$ cat config.mk
export PLATFORM = sky130hd
export DESIGN_NAME = ps2_frame_receiver
export DESIGN_NICKNAME = d
export VERILOG_FILES = /design/src/rtl/ps2_rx_pkg.sv /design/src/rtl/ps2_frame_receiver_line_sync.sv /design/src/rtl/ps2_frame_receiver.sv
export SDC_FILE = /design/constraint.sdc
export NUM_CORES = 1
export LEC_CHECK = 0
export BUFFER_PORTS_ARGS = -buffer_cell sky130_fd_sc_hd__clkbuf_2
export CORE_AREA = 4 4 85 87
export CTS_BUF_LIST = sky130_fd_sc_hd__clkbuf_16
export DETAILED_ROUTE_END_ITERATION = 16
export DIE_AREA = 0 0 89 91
export PLACE_DENSITY = 0.53
export REMOVE_ABC_BUFFERS = 1
export SLEW_MARGIN = 20
export SYNTH_ARGS = -nofsm -noshare
export SYNTH_HDL_FRONTEND = slang
export SYNTH_HIERARCHICAL = 1
export SYNTH_SLANG_ARGS = --single-unit
$ cat constraint.sdc
create_clock -name clk -period 2 [get_ports clk]
set_input_delay 0.2 -clock clk [delete_from_list [all_inputs] [get_ports clk]]
set_output_delay 0.2 -clock clk [all_outputs]
set_load 0.1 [all_outputs]
$ cat src/rtl/ps2_rx_pkg.sv
// Shared definitions for the PS/2 frame receiver: parity modes, FSM states, parity check.
package ps2_rx_pkg;

    localparam logic [1:0] PARITY_NONE = 2'd0;
    localparam logic [1:0] PARITY_ODD  = 2'd1;
    localparam logic [1:0] PARITY_EVEN = 2'd2;

    typedef enum logic [1:0] {
        StIdle,
        StData,
        StParity,
        StStop
    } ps2_state_e;

    // Returns 1 when the received parity bit disagrees with the selected mode.
    function automatic logic parity_err(input logic [1:0] mode,
                                        input logic       data_xor,
                                        input logic       par_bit);
        logic err;
        err = 1'b0;
        case (mode)
            PARITY_ODD:  err = ((data_xor ^ par_bit) != 1'b1);
            PARITY_EVEN: err = ((data_xor ^ par_bit) != 1'b0);
            default:     err = 1'b0;
        endcase
        return err;
    endfunction

endpackage

$ cat src/rtl/ps2_frame_receiver_line_sync.sv
// Synchronises the PS/2 clock and data pins and flags falling edges of the clock.
module ps2_frame_receiver_line_sync #(
    parameter int unsigned SYNC_STAGES = 2
) (
    input  logic clk,
    input  logic reset,
    input  logic serial_clk_i,
    input  logic serial_data_i,
    output logic sample_evt_o,
    output logic sample_bit_o
);

    logic [SYNC_STAGES-1:0] clk_sync_q, clk_sync_d;
    logic [SYNC_STAGES-1:0] data_sync_q, data_sync_d;
    logic                   clk_prev_q, clk_prev_d;
    logic                   evt_q, evt_d;
    logic                   bit_q, bit_d;

    // Shift the pins through the synchroniser chain and detect a 1->0 on the last clock stage.
    always_comb begin
        clk_sync_d  = {clk_sync_q[SYNC_STAGES-2:0], serial_clk_i};
        data_sync_d = {data_sync_q[SYNC_STAGES-2:0], serial_data_i};
        clk_prev_d  = clk_sync_q[SYNC_STAGES-1];
        evt_d       = clk_prev_q & ~clk_sync_q[SYNC_STAGES-1];
        bit_d       = data_sync_q[SYNC_STAGES-1];
    end

    // Synchroniser flops reset high so an idle line never produces a spurious edge.
    always_ff @(posedge clk) begin
        if (reset) begin
            clk_sync_q  <= '1;
            data_sync_q <= '1;
            clk_prev_q  <= 1'b1;
            evt_q       <= 1'b0;
            bit_q       <= 1'b1;
        end else begin
            clk_sync_q  <= clk_sync_d;
            data_sync_q <= data_sync_d;
            clk_prev_q  <= clk_prev_d;
            evt_q       <= evt_d;
            bit_q       <= bit_d;
        end
    end

    assign sample_evt_o = evt_q;
    assign sample_bit_o = bit_q;

endmodule

$ cat src/rtl/ps2_frame_receiver.sv
// PS/2 frame receiver: deframes start/data/parity/stop, checks errors, delivers via valid/ready.
module ps2_frame_receiver
    import ps2_rx_pkg::*;
#(
    parameter int unsigned DATA_W      = 8,
    parameter int unsigned PARITY_MODE = 1,
    parameter int unsigned TIMEOUT_CYC = 5000,
    parameter int unsigned SYNC_STAGES = 2
) (
    input  logic              clk,
    input  logic              reset,
    input  logic              serial_clk,
    input  logic              serial_data,
    output logic [DATA_W-1:0] frame_data,
    output logic              frame_valid,
    input  logic              frame_ready,
    output logic              parity_error,
    output logic              framing_error,
    output logic              overrun,
    output logic              busy
);

    localparam int unsigned CntW = $clog2(DATA_W + 1);
    localparam int unsigned TmoW = $clog2(TIMEOUT_CYC);
    localparam logic [CntW-1:0] LastBit = CntW'(DATA_W - 1);
    localparam logic [TmoW-1:0] TmoLast = TmoW'(TIMEOUT_CYC - 1);

    logic sample_evt, sample_bit;

    ps2_frame_receiver_line_sync #(
        .SYNC_STAGES(SYNC_STAGES)
    ) u_line_sync (
        .clk          (clk),
        .reset        (reset),
        .serial_clk_i (serial_clk),
        .serial_data_i(serial_data),
        .sample_evt_o (sample_evt),
        .sample_bit_o (sample_bit)
    );

    ps2_state_e        state_q, state_d;
    logic [CntW-1:0]   bit_cnt_q, bit_cnt_d;
    logic [DATA_W-1:0] shift_q, shift_d;
    logic              perr_q, perr_d;
    logic              ferr_q, ferr_d;
    logic [TmoW-1:0]   tmo_q, tmo_d;
    logic              deliver_q, deliver_d;
    logic              busy_q;

    logic [DATA_W-1:0] data_q, data_d;
    logic              valid_q, valid_d;
    logic              perr_out_q, perr_out_d;
    logic              ferr_out_q, ferr_out_d;
    logic              ovr_q, ovr_d;

    // Deframing FSM, shift register and stall timeout.
    always_comb begin
        state_d   = state_q;
        bit_cnt_d = bit_cnt_q;
        shift_d   = shift_q;
        perr_d    = perr_q;
        ferr_d    = ferr_q;
        deliver_d = 1'b0;
        tmo_d     = (state_q == StIdle || sample_evt) ? '0 : tmo_q + 1'b1;

        case (state_q)
            StIdle: begin
                if (sample_evt && !sample_bit) begin
                    state_d   = StData;
                    bit_cnt_d = '0;
                    perr_d    = 1'b0;
                    ferr_d    = 1'b0;
                end
            end
            StData: begin
                if (sample_evt) begin
                    shift_d   = {sample_bit, shift_q[DATA_W-1:1]};
                    bit_cnt_d = bit_cnt_q + 1'b1;
                    if (bit_cnt_q == LastBit) begin
                        state_d = (PARITY_MODE != 0) ? StParity : StStop;
                    end
                end
            end
            StParity: begin
                if (sample_evt) begin
                    perr_d  = parity_err(2'(PARITY_MODE), ^shift_q, sample_bit);
                    state_d = StStop;
                end
            end
            StStop: begin
                if (sample_evt) begin
                    ferr_d    = ~sample_bit;
                    state_d   = StIdle;
                    deliver_d = 1'b1;
                end
            end
            default: state_d = StIdle;
        endcase

        // A stalled frame is silently abandoned.
        if (state_q != StIdle && !sample_evt && tmo_q == TmoLast) begin
            state_d = StIdle;
        end
    end

    // Output holding register: load when empty or being accepted, otherwise drop and flag overrun.
    always_comb begin
        data_d     = data_q;
        valid_d    = valid_q;
        perr_out_d = perr_out_q;
        ferr_out_d = ferr_out_q;
        ovr_d      = 1'b0;

        if (valid_q && frame_ready) begin
            valid_d = 1'b0;
        end
        if (deliver_q) begin
            if (!valid_q || frame_ready) begin
                data_d     = shift_q;
                perr_out_d = perr_q;
                ferr_out_d = ferr_q;
                valid_d    = 1'b1;
            end else begin
                ovr_d = 1'b1;
            end
        end
    end

    // State and datapath registers.
    always_ff @(posedge clk) begin
        if (reset) begin
            state_q    <= StIdle;
            bit_cnt_q  <= '0;
            shift_q    <= '0;
            perr_q     <= 1'b0;
            ferr_q     <= 1'b0;
            tmo_q      <= '0;
            deliver_q  <= 1'b0;
            busy_q     <= 1'b0;
            data_q     <= '0;
            valid_q    <= 1'b0;
            perr_out_q <= 1'b0;
            ferr_out_q <= 1'b0;
            ovr_q      <= 1'b0;
        end else begin
            state_q    <= state_d;
            bit_cnt_q  <= bit_cnt_d;
            shift_q    <= shift_d;
            perr_q     <= perr_d;
            ferr_q     <= ferr_d;
            tmo_q      <= tmo_d;
            deliver_q  <= deliver_d;
            busy_q     <= (state_d != StIdle);
            data_q     <= data_d;
            valid_q    <= valid_d;
            perr_out_q <= perr_out_d;
            ferr_out_q <= ferr_out_d;
            ovr_q      <= ovr_d;
        end
    end

    assign frame_data    = data_q;
    assign frame_valid   = valid_q;
    assign parity_error  = perr_out_q;
    assign framing_error = ferr_out_q;
    assign overrun       = ovr_q;
    assign busy          = busy_q;

endmodule

## Word-level counts from Yosys, hierarchy flattened

Cells that the tools add are included.
Widths: inputs -> output; s select.

- Bits in registers: 50
- Input port bits: 5
- Output and inout bits: 13

- Add/sub/neg operators: 2
- Eq/ne operators: 9
- Multiplexer cells: 20
- Bitwise gates (word level): 7
- Reductions and logical operators: 24

Operators with widths:

| cell | count |
|---|---|
| $add 13x1->13 const B | 1 |
| $eq 13x13->1 const B | 1 |
| $mux 2 | 6 |
| $reduce_bool 2->1 | 5 |
| $reduce_and 3->1 | 3 |
| $mux 1 | 8 |
| $mux 4 | 2 |
| $ne 2x1->1 const B | 4 |
| $pmux 2 s4 | 1 |
| $pmux 4 s2 | 1 |
| $reduce_xor 8->1 | 1 |
| $reduce_or 2->1 | 3 |
| $not 1->1 | 5 |
| $add 4x1->4 const B | 1 |
| $eq 2x2->1 const B | 2 |
| $eq 4x3->1 const B | 1 |
| $logic_and 1x1->1 | 4 |
| $pmux 1 s2 | 2 |
| $reduce_and 2->1 | 2 |
| $logic_not 1->1 | 3 |
| $eq 2x1->1 const B | 1 |
| $logic_not 2->1 | 1 |
| $logic_or 1x1->1 | 2 |
| $and 1x1->1 | 1 |
| $xor 1x1->1 | 1 |

## Depth between registers and ports, before layout

Gate-level depths: netlist (run 1).

- Depth after elaboration: 6
- Mapped depth: 6
- Depth with buffers taken out: 5

## Modules after synthesis

The synthesis (run 1) kept the hierarchy.

Modules (own cells, without submodules):

| module | times used | cells an instance | area each (µm²) |
|---|---|---|---|
| ps2_frame_receiver | 1 | 200 | 1765.4 |
| ps2_frame_receiver_line_sync | 1 | 14 | 185.2 |

## Least setup slack after synthesis (run 1)

No wires, ideal clock.

- Path type: reg-to-reg
- Start: reg valid_q, in the netlist frame_valid
- End: reg data_q[7], in the netlist frame_data[7]
- Setup time: 0.128 ns
- Data arrival time: 1.747 ns
- Slack: 0.126 ns
- Stages on the path, launching flop included: 6
- Period minus slack after synthesis: 1.874 ns
- Cells stage by stage: dfxtp_1 -> inv_1 -> o21ai_0 -> buf_2 -> mux2i_1 -> nor2_1

- Cells in the longest elaborated chain, start to end: 3

Ends and longest elaborated chain:

| item | RTL line | source |
|---|---|---|
| start, declared | ps2_frame_receiver.sv:51 | `logic valid_q, valid_d;` |
| start signal, assigned | ps2_frame_receiver.sv:155 | `valid_q <= valid_d;` |
| $logic_not 1->1 | ps2_frame_receiver.sv:118 | `if (!valid_q \|\| frame_ready) begin` |
| $logic_or 1x1->1 | ps2_frame_receiver.sv:118 |  |
| $reduce_and 2->1 (no line) | - |  |
| end signal, assigned | ps2_frame_receiver.sv:154 | `data_q <= data_d;` |
| end, declared | ps2_frame_receiver.sv:50 | `logic [DATA_W-1:0] data_q, data_d;` |

Every way passes these cells.
A chain may end at the register's enable or synchronous reset.

## Worst setup path after layout (run 1)

- Start: reg tmo_q[4]
- End: reg state_q[0]

- Cells in the longest elaborated chain, start to end: 3

Ends and longest elaborated chain:

| item | RTL line | source |
|---|---|---|
| start, declared | ps2_frame_receiver.sv:46 | `logic [TmoW-1:0] tmo_q, tmo_d;` |
| start signal, assigned | ps2_frame_receiver.sv:151 | `tmo_q <= tmo_d;` |
| $eq 13x13->1 | ps2_frame_receiver.sv:101 | `if (state_q != StIdle && !sample_evt && tmo_q == TmoLast) begin` |
| $logic_and 1x1->1 | ps2_frame_receiver.sv:101 |  |
| $mux 2 | ps2_frame_receiver.sv:101 |  |
| end signal, assigned | ps2_frame_receiver.sv:132 | `state_q <= StIdle;` |
| end signal, assigned | ps2_frame_receiver.sv:146 | `state_q <= state_d;` |
| end, declared | ps2_frame_receiver.sv:41 | `ps2_state_e state_q, state_d;` |

Every way passes these cells.

==> impl_metrics.tcl, run 1 <==
set metrics [dict create \
    max_slew_margin 0.640 \
    syn_area_sq_mm 0.00195 \
    worst_hold_path_type "in2reg" \
    critical_path.startpoint_type "flop" \
    crit_type "reg2reg" \
    place_congestion 0.732 \
    cts_resized 0 \
    placeableCoreArea_sq_mm 0.00635 \
    worst-path-buf-inv 0 \
    fillers 649 \
    regArea_sq_mm 0.00100 \
    cts-root-buf "clkbuf_16" \
    grt_max_degree 22 \
    synthTopCellsByArea "dfxtp_1, mux2i_1, nor2_1, a21oi_1, nand2_1" \
    multi_input_area_sq_um 890 \
    drt_iter0_markers 76 \
    crit_top_cell "nor4_1" \
    wl_per_cell_microns 11.2 \
    drive_gt1_frac 0.124 \
    crit_slowest_cell "or4_1" \
    synth_top_family_by_area "simple AND/OR/NAND/NOR gates" \
    cp_top_family "simple AND/OR/NAND/NOR gates" \
    critical_path_arrival_ns 1.69 \
    placedCellCount 302 \
    wirelength_microns 3470 \
    wl_met3_microns 131 \
    yosysWarnings 6 \
    yosys.area.top_type "dfxtp_1" \
    cts-buffers-inserted 5 \
    area_growth_pct 15.6 \
    grt_pass1_wl_microns 6210 \
    die_w_microns 89 \
    synth-xor-area-share 0.0834 \
    drv_slew 0 \
    port_buffers 17 \
    first_pass_iters 2 \
    mostFrequentLayoutCells "dfxtp_1, nor2_1, nand2_1" \
    grt.overflow.total 0 \
    cp_slowest_stage_delay_ns 0.53 \
    worstPathRequired_ns 2.16 \
    clk_latency_ns 0.28 \
    crit_chain "or4_1 -> nor4_1 -> and3_2 -> nor4_1" \
    rows 29 \
    htree_levels 2 \
    hpwlAfterDp_microns 2400 \
    synth_top_area_frac 0.513 \
    worst_clock_skew_ns 0.00606 \
    viasPerCell 4.58 \
    start_util 0.307 \
    drv_cap 0 \
    dieArea_sq_mm 0.00810 \
    p_per_area_mw_per_mm2 815 \
    stdcell_count 310 \
    synthMuxAreaShare 0.0564 \
    status "finished, final reports clean" \
    drc 0 \
    final_util 0.355 \
    worst_pin_slew_ns 0.542 \
    clk_pin_slew_ns 0.06 \
    finalNetCount 239 \
    clk_path_buf_depth 2 \
    setup_violations 0 \
    wl_met2_microns 1500 \
    cts.sinks 50 \
    fin_total_pwr_w 0.00184 \
    synth_seq_cells 50 \
    final_hold_viol_count 0 \
    synth.avg_cell_area_sq_um 9.12 \
    antenna_found_initial 0 \
    postCtsSetupBuffers 0 \
    synthCells 214 \
    synth_fa_ha_area_frac 0.0128 \
    min_period_over_period 0.766 \
    rsz0062_at_grt "false" \
    p_leak_nw 0.877 \
    synth_edf_count 0 \
    drtAntennaViolNets 0 \
    place_area_sq_mm 0.00211 \
    io_pins 18 \
    synth.distinct_cells 33 \
    cts_tree "built" \
    whs_ns 0.100 \
    worstSetupEndpointType "flop" \
    fmax_mhz 652 \
    vias 1421 \
    grt_pass1_vias 1363 \
    yosys.area_share.simple 0.219 \
    antenna_cells 0 \
    ir_drop_v 0.000381 \
    crit_fanout 5 \
    synth_flop_cell "dfxtp_1" \
    die_y_microns 91 \
    m1WireLength_microns 1800 \
    dr.max_layer_used "met4" \
    synth_compound_area_frac 0.0840 \
    cts-hold-fix-buffers 0 \
    synth_seq_area_share 0.513 \
    async_flop_share 0 \
    final_common_cell "dfxtp_1" \
    fin_crit_ns 1.53 \
    design_area_sq_mm 0.00225 \
    grtUsageTotal 0.0948 \
]
## logic make-up (layout without fill, tap and decap cells)
group           count (synthesis)  count (layout)
xor+xnor                       17              17
buf+inv                        15              34
mux                            11              11
compound gates                 29              29
fa+ha+maj                       2               2
simple gates                   90              90
flops                          50              50
## metrics by stage
stage | TNS [ns] | worst slack, ns
6_report | 0 | 0.467
5_1_grt | 0 | 0.329
4_1_cts | 0 | 0.466
3_5_place_dp | 0 | 0.479
3_3_place_gp | 0 | 0.500
2_1_floorplan | -6.16 | -0.616
## sequential cells by signal (all words and copies together), names as in the netlist, 2 cells and up
signal / count
bit_cnt_q: 4
frame_data: 8
state_q: 2
u_line_sync/data_sync_q: 2
u_line_sync/clk_sync_q: 2
tmo_q: 13
shift_q: 8
## synth_stat cells (all sizes together), types with 2 or more instances
library cell	count
nand3b	2
ha	2
xor2	6
dfxtp	50
nand3	5
nor4	3
nand2	25
buf	4
xnor2	10
nor2	28
inv	7
or2	7
a21oi	19
mux2i	11
or3	3
o21ai	4
o21bai	2
clkbuf	4
and3	2
nand4	3
nor3	7
## final cells by class
class	instances	share of cell area
clock buffer	5	0.0555
clock inverter	3	0.00721
inverter	7	0.0117
multi-input combinational	149	0.395
sequential	50	0.444
tap	77	0.0427
timing repair buffer	19	0.0444
## per-layer routing
layer / track usage / vias to the layer above
li1: - / 757
met1: 0.124 / 641
met2: 0.146 / 18
met3: 0.0299 / 5
met4: 0.0335 / 0
met5: 0 / -
## where the power goes
group          switching [W]  internal [W]
Sequential        0.00000333       0.00100
Clock               0.000351      0.000457
Combinational      0.0000165    0.00000902
Total               0.000371       0.00147
## path summary, 6_finish.rpt
| kind | cells past startpoint | slack (ns) | endpoint | startpoint |
|---|---|---|---|---|
| worst min-delay path | 2 | 0.10 | u_line_sync/clk_sync_q[0] | serial_clk |
| worst min register to register | 1 | 0.40 | u_line_sync/clk_sync_q[1] | u_line_sync/clk_sync_q[0] |
| worst max-delay path | 4 | 0.47 | state_q[0] | tmo_q[4] |
| worst max register to register | 4 | 0.47 | state_q[0] | tmo_q[4] |
Note: power is estimated with default switching activity, not from simulation.
==> run 2: changes to the inputs <==
--- a/config.mk
+++ b/config.mk
@@ -5,12 +5,13 @@
 export SDC_FILE = /design/constraint.sdc
 export NUM_CORES = 1
 export LEC_CHECK = 0
+export ABC_AREA = 1
 export BUFFER_PORTS_ARGS = -buffer_cell sky130_fd_sc_hd__clkbuf_2
-export CORE_AREA = 4 4 85 87
+export CORE_AREA = 4 4 87 89
 export CTS_BUF_LIST = sky130_fd_sc_hd__clkbuf_16
 export DETAILED_ROUTE_END_ITERATION = 16
-export DIE_AREA = 0 0 89 91
-export PLACE_DENSITY = 0.53
+export DIE_AREA = 0 0 91 93
+export PLACE_DENSITY = 0.55
 export REMOVE_ABC_BUFFERS = 1
 export SLEW_MARGIN = 20
 export SYNTH_ARGS = -nofsm -noshare
==> constraint.sdc (replaced) <==
create_clock -name clk -period 1.4 [get_ports clk]
set_input_delay 0.14 -clock clk [delete_from_list [all_inputs] [get_ports clk]]
set_output_delay 0.14 -clock clk [all_outputs]
set_load 0.1 [all_outputs]
==> impl_metrics.tcl, run 2 <==
set metrics [dict create \
    p_leak_nw 1.05 \
    critical_path.startpoint_type "flop" \
    drv_cap 0 \
    p_per_area_mw_per_mm2 1060 \
    synth_flop_cell "dfxtp_1" \
    yosysWarnings 6 \
    drc 0 \
    synthTopCellsByArea "dfxtp_1, nand2_1, a21oi_1, inv_1, o21ai_0" \
    path_depth 8 \
    clk_pin_slew_ns 0.06 \
    placeableCoreArea_sq_mm 0.00676 \
    htree_levels 2 \
    synth_seq_cells 50 \
    yosysMostFrequentCell "dfxtp_1" \
    port_buffers 17 \
    synthCells 272 \
    cts-root-buf "clkbuf_16" \
    final_hold_viol_count 0 \
    rows 30 \
    final_util 0.369 \
    async_flop_share 0 \
    max_slew_margin 0.638 \
    clk_path_buf_depth 2 \
    cp_top_family "simple AND/OR/NAND/NOR gates" \
    dieArea_sq_mm 0.00846 \
    grt.overflow.total 0 \
    status "finished, final reports clean" \
    worstSetupEndpointType "flop" \
    drv_slew 0 \
    viasPerCell 4.46 \
    cts_tree "built" \
    worst_clock_skew_ns 0.00680 \
    cp-startpoint "tmo_q[1]" \
    critical_path_arrival_ns 1.54 \
    die_y_microns 93 \
    ir_drop_v 0.000583 \
    crit_fanout 4 \
    crit_chain "ha_4 -> nand2_4 -> nor2_4 -> nand3_2 -> nor2_4 -> nand4_1 -> o21ai_1 -> a21oi_1" \
    grt_pass1_wl_microns 6650 \
    cts-hold-fix-buffers 0 \
    antenna_found_initial 0 \
    setup_violations 0 \
    cts.sinks 50 \
    grtUsageTotal 0.0969 \
    largest_register_ffs 13 \
    start_util 0.304 \
    grt_max_degree 20 \
    wl_met3_microns 150 \
    min_period_over_period 0.966 \
    syn_area_sq_mm 0.00206 \
    place_congestion 0.799 \
    worstPathRequired_ns 1.58 \
    wirelength_microns 3980 \
    clk_latency_ns 0.29 \
    final_common_cell "dfxtp_1" \
    cp_slowest_stage_delay_ns 0.36 \
    fin_crit_ns 1.35 \
    fillers 703 \
    crit_type "reg2reg" \
    vias 1713 \
    crit_slowest_cell "dfxtp_2" \
    drtAntennaViolNets 0 \
    fmax_mhz 740 \
    hpwlAfterDp_microns 2790 \
    antenna_cells 0 \
    grt_pass1_vias 1538 \
    area_growth_pct 21.2 \
    cts-buffers-inserted 5 \
    drive_gt1_frac 0.178 \
    io_pins 18 \
    synth.distinct_cells 30 \
    wl_per_cell_microns 10.4 \
    worst_pin_slew_ns 0.546 \
    reg2reg_from "tmo_q[1]" \
    r2r-end "tmo_q[12]" \
    synth_top_area_frac 0.487 \
    die_w_microns 91 \
    synth_edf_count 0 \
    ff2ff_path_depth 8 \
    yosys.area.top_type "dfxtp_1" \
    whs_ns 0.0232 \
    crit_end "tmo_q[12]" \
    crit_top_cell "nor2_4" \
    largest-register "tmo_q" \
    m1WireLength_microns 1920 \
    worst-path-buf-inv 0 \
    dr.max_layer_used "met4" \
    worst_hold_path_type "in2reg" \
    synth_seq_area_share 0.487 \
    drt_iter0_markers 63 \
    finalNetCount 310 \
    first_pass_iters 4 \
    netlist_top_cells_count "dfxtp_1, nand2_1, inv_1, a21oi_1, o21ai_0" \
    rrSetupSlack_ns 0.05 \
    synth.avg_cell_area_sq_um 7.56 \
    rsz0062_at_grt "true" \
    wl_met2_microns 1840 \
    mostFrequentLayoutCells "dfxtp_1, nand2_1, inv_1" \
]
[run 2: layer usage]
| layer | vias to the layer above | global-route usage |
|---|---|---|
| li1 | 944 | - |
| met1 | 744 | 0.118 |
| met2 | 19 | 0.156 |
| met3 | 6 | 0.0338 |
| met4 | 0 | 0.0415 |
| met5 | - | 0 |
[run 2: cell type report]
| type | count | area, sq um | share of cell area |
|---|---|---|---|
| multi-input cells | 177 | 923 | 0.370 |
| clock buffers | 5 | 125 | 0.0502 |
| repair buffers | 28 | 168 | 0.0672 |
| clock inverters | 3 | 16.3 | 0.00652 |
| inverters | 41 | 156 | 0.0627 |
| well taps | 80 | 100 | 0.0401 |
| flip-flops and latches | 50 | 1000 | 0.403 |
[run 2: cells by family after synthesis]
kind of cell / after synthesis / share of synthesized area
compound gates: 62 / 0.155
flops: 50 / 0.487
fa+ha+maj: 2 / 0.0122
xor+xnor: 2 / 0.00852
buf+inv: 45 / 0.0876
simple gates: 111 / 0.251
[run 2: through the flow]
stage	power, W	std cells	cell area [sq um]	TNS [ns]	setup WS, ns
2_1_floorplan	0.00148	268	2030	-2.99	-0.331
3_3_place_gp	0.00150	374	2290	0	0.0379
3_5_place_dp	0.00150	374	2290	0	0.00245
4_1_cts	0.00268	382	2430	0	0.0291
5_1_grt	0.00274	384	2490	-0.183	-0.0879
6_report	0.00265	384	2490	0	0.0480
[run 2: power by group]
part / switching [W] / internal [W]
Sequential: 0.00000320 / 0.00143
Clock: 0.000523 / 0.000653
Combinational: 0.0000237 / 0.0000147
[run 2: worst reg2reg max path: stages (launching register included)]
cell and delay, ns:
dfxtp_2 0.36, ha_4 0.16, nand2_4 0.05, nor2_4 0.12
nand3_2 0.10, nor2_4 0.15, nand4_1 0.11, o21ai_1 0.15
a21oi_1 0.05
[run 2: worst min path at each step]
stage | start | to | slack [ns] | cells after the start
3_5_place_dp | serial_clk | u_line_sync/clk_sync_q[0] | 0.32 | 2
4_1_cts | serial_clk | u_line_sync/clk_sync_q[0] | 0.02 | 2
3_3_place_gp | serial_clk | u_line_sync/clk_sync_q[0] | 0.32 | 2
6_report | serial_clk | u_line_sync/clk_sync_q[0] | 0.02 | 2
5_1_grt | serial_data | u_line_sync/data_sync_q[0] | 0.03 | 2
2_1_floorplan | reset | bit_cnt_q[1] | 0.21 | 1
[run 2: repair_timing]
item                                   in CTS  in global routing
pin swaps                                   0                  8
endpoints found under the hold margin       0                  0
cloned                                      0                  0
setup endpoints to repair                   1                  8
gates resized for setup                     1                 17
setup buffers                               0                  2
==> run 3: changes to the inputs <==
--- a/config.mk
+++ b/config.mk
@@ -7,10 +7,10 @@
 export LEC_CHECK = 0
 export ABC_AREA = 1
 export BUFFER_PORTS_ARGS = -buffer_cell sky130_fd_sc_hd__clkbuf_2
-export CORE_AREA = 4 4 87 89
+export CORE_AREA = 4 4 78 99
 export CTS_BUF_LIST = sky130_fd_sc_hd__clkbuf_16
 export DETAILED_ROUTE_END_ITERATION = 16
-export DIE_AREA = 0 0 91 93
+export DIE_AREA = 0 0 82 103
 export PLACE_DENSITY = 0.55
 export REMOVE_ABC_BUFFERS = 1
 export SLEW_MARGIN = 20
==> impl_metrics.tcl, run 3 (synthesis results as in run 2) <==
set metrics [dict create \
    status "finished, final reports clean" \
    first_pass_iters 4 \
    cts-hold-fix-buffers 0 \
    critical_path_arrival_ns 1.56 \
    fillers 727 \
    mostFrequentLayoutCells "nand2_1, dfxtp_1, inv_1" \
    die_y_microns 103 \
    largest-register "tmo_q" \
    drtAntennaViolNets 0 \
    drv_cap 0 \
    die_w_microns 82 \
    ir_drop_v 0.000537 \
    fin_ws_ns 0.0230 \
    finalNetCount 310 \
    clk_latency_ns 0.29 \
    drv_slew 0 \
    drc 0 \
    rows 34 \
    rrSetupSlack_ns 0.02 \
    rsz0062_at_grt "true" \
    critical_path.startpoint_type "flop" \
    io_pins 18 \
    worstPathRequired_ns 1.58 \
    fin_crit_ns 1.38 \
    placeableCoreArea_sq_mm 0.00681 \
    worst_clock_skew_ns 0.00543 \
    final_hold_viol_count 0 \
    grt_pass1_wl_microns 6790 \
    final_common_cell "nand2_1" \
    crit_type "reg2reg" \
    grt_max_degree 21 \
    vias 1717 \
    min_period_over_period 0.984 \
    place_congestion 0.771 \
    worst_pin_slew_ns 0.547 \
    grtUsageTotal 0.103 \
    clk_path_buf_depth 2 \
    hpwlAfterDp_microns 2810 \
    wirelength_microns 4080 \
    drive_gt1_frac 0.194 \
    p_leak_nw 1.07 \
    start_util 0.302 \
    cts_tree "built" \
    cts-buffers-inserted 5 \
    setup_violations 0 \
    clk_pin_slew_ns 0.07 \
    crit_fanout 4 \
    max_slew_margin 0.637 \
    antenna_found_initial 0 \
    port_buffers 17 \
    area_growth_pct 24.8 \
    drt_iter0_markers 48 \
    largest_register_ffs 13 \
    worstSetupEndpointType "flop" \
    final_util 0.377 \
    fin_total_pwr_w 0.00285 \
    htree_levels 2 \
    grt_pass1_vias 1565 \
    fin_setup_tns_ns 0 \
    grt.overflow.total 0 \
    dieArea_sq_mm 0.00845 \
    cts.sinks 50 \
    viasPerCell 4.36 \
    worst_hold_path_type "in2reg" \
    cts-root-buf "clkbuf_16" \
    regArea_sq_mm 0.00101 \
    wl_per_cell_microns 10.4 \
    multi_input_area_sq_um 942 \
    dp_slack_ns -0.00308 \
    fmax_mhz 726 \
    antenna_cells 0 \
    p_per_area_mw_per_mm2 1110 \
]
run 3: worst max-delay path, stage by stage (launching register included):
cell,delay [ns]
dfxtp_4,0.36
ha_4,0.15
nand2_4,0.06
nor2_4,0.13
nand3_2,0.11
nor2_4,0.16
nand4_1,0.11
o21ai_1,0.14
a21oi_1,0.05
run 3: stage by stage:
| stage | hold slack [ns] | std cells | area (sq um) |
|---|---|---|---|
| final | 0.0284 | 394 | 2570 |
| after global routing | 0.0217 | 394 | 2570 |
| after CTS | 0.0216 | 391 | 2460 |
| after detailed placement | 0.322 | 383 | 2290 |
| after global placement | 0.319 | 383 | 2290 |
| after floorplan | 0.209 | 268 | 2030 |
run 3: cell type report:
class / instances / area share
clock inverter: 3 / 0.0175
clock buffer: 5 / 0.0487
tap: 90 / 0.0439
timing repair buffer: 28 / 0.0682
multi-input combinational: 177 / 0.367
sequential: 50 / 0.394
inverter: 41 / 0.0609
run 3: timing repair:
item / in CTS / in global routing
endpoints found under the setup margin: 1 / 19
pin swaps: 0 / 8
buffers inserted: 0 / 3
gates resized for setup: 1 / 25
run 3: layer usage:
layer	vias up	share of wire	GRT usage
li1	934	-	-
met1	757	0.46	0.120
met2	21	0.48	0.177
met3	5	0.033	0.0288
met4	0	0.017	0.0422
met5	-	0	0
run 3: final timing paths:
| kind | start | end | depth (start not counted) |
|---|---|---|---|
| setup / recovery | tmo_q[1] | tmo_q[12] | 8 |
| hold / removal | serial_data | u_line_sync/data_sync_q[0] | 2 |
| setup reg to reg | tmo_q[1] | tmo_q[12] | 8 |
| hold reg to reg | u_line_sync/data_sync_q[0] | u_line_sync/data_sync_q[1] | 1 |
run 3: where the power goes:
| group | switching, W | internal (W) | total [W] |
|---|---|---|---|
| registers | 0.00000351 | 0.00143 | 0.00143 |
| clock network | 0.000538 | 0.000843 | 0.00138 |
| logic | 0.0000244 | 0.0000148 | 0.0000393 |
| total | 0.000566 | 0.00229 | 0.00285 |
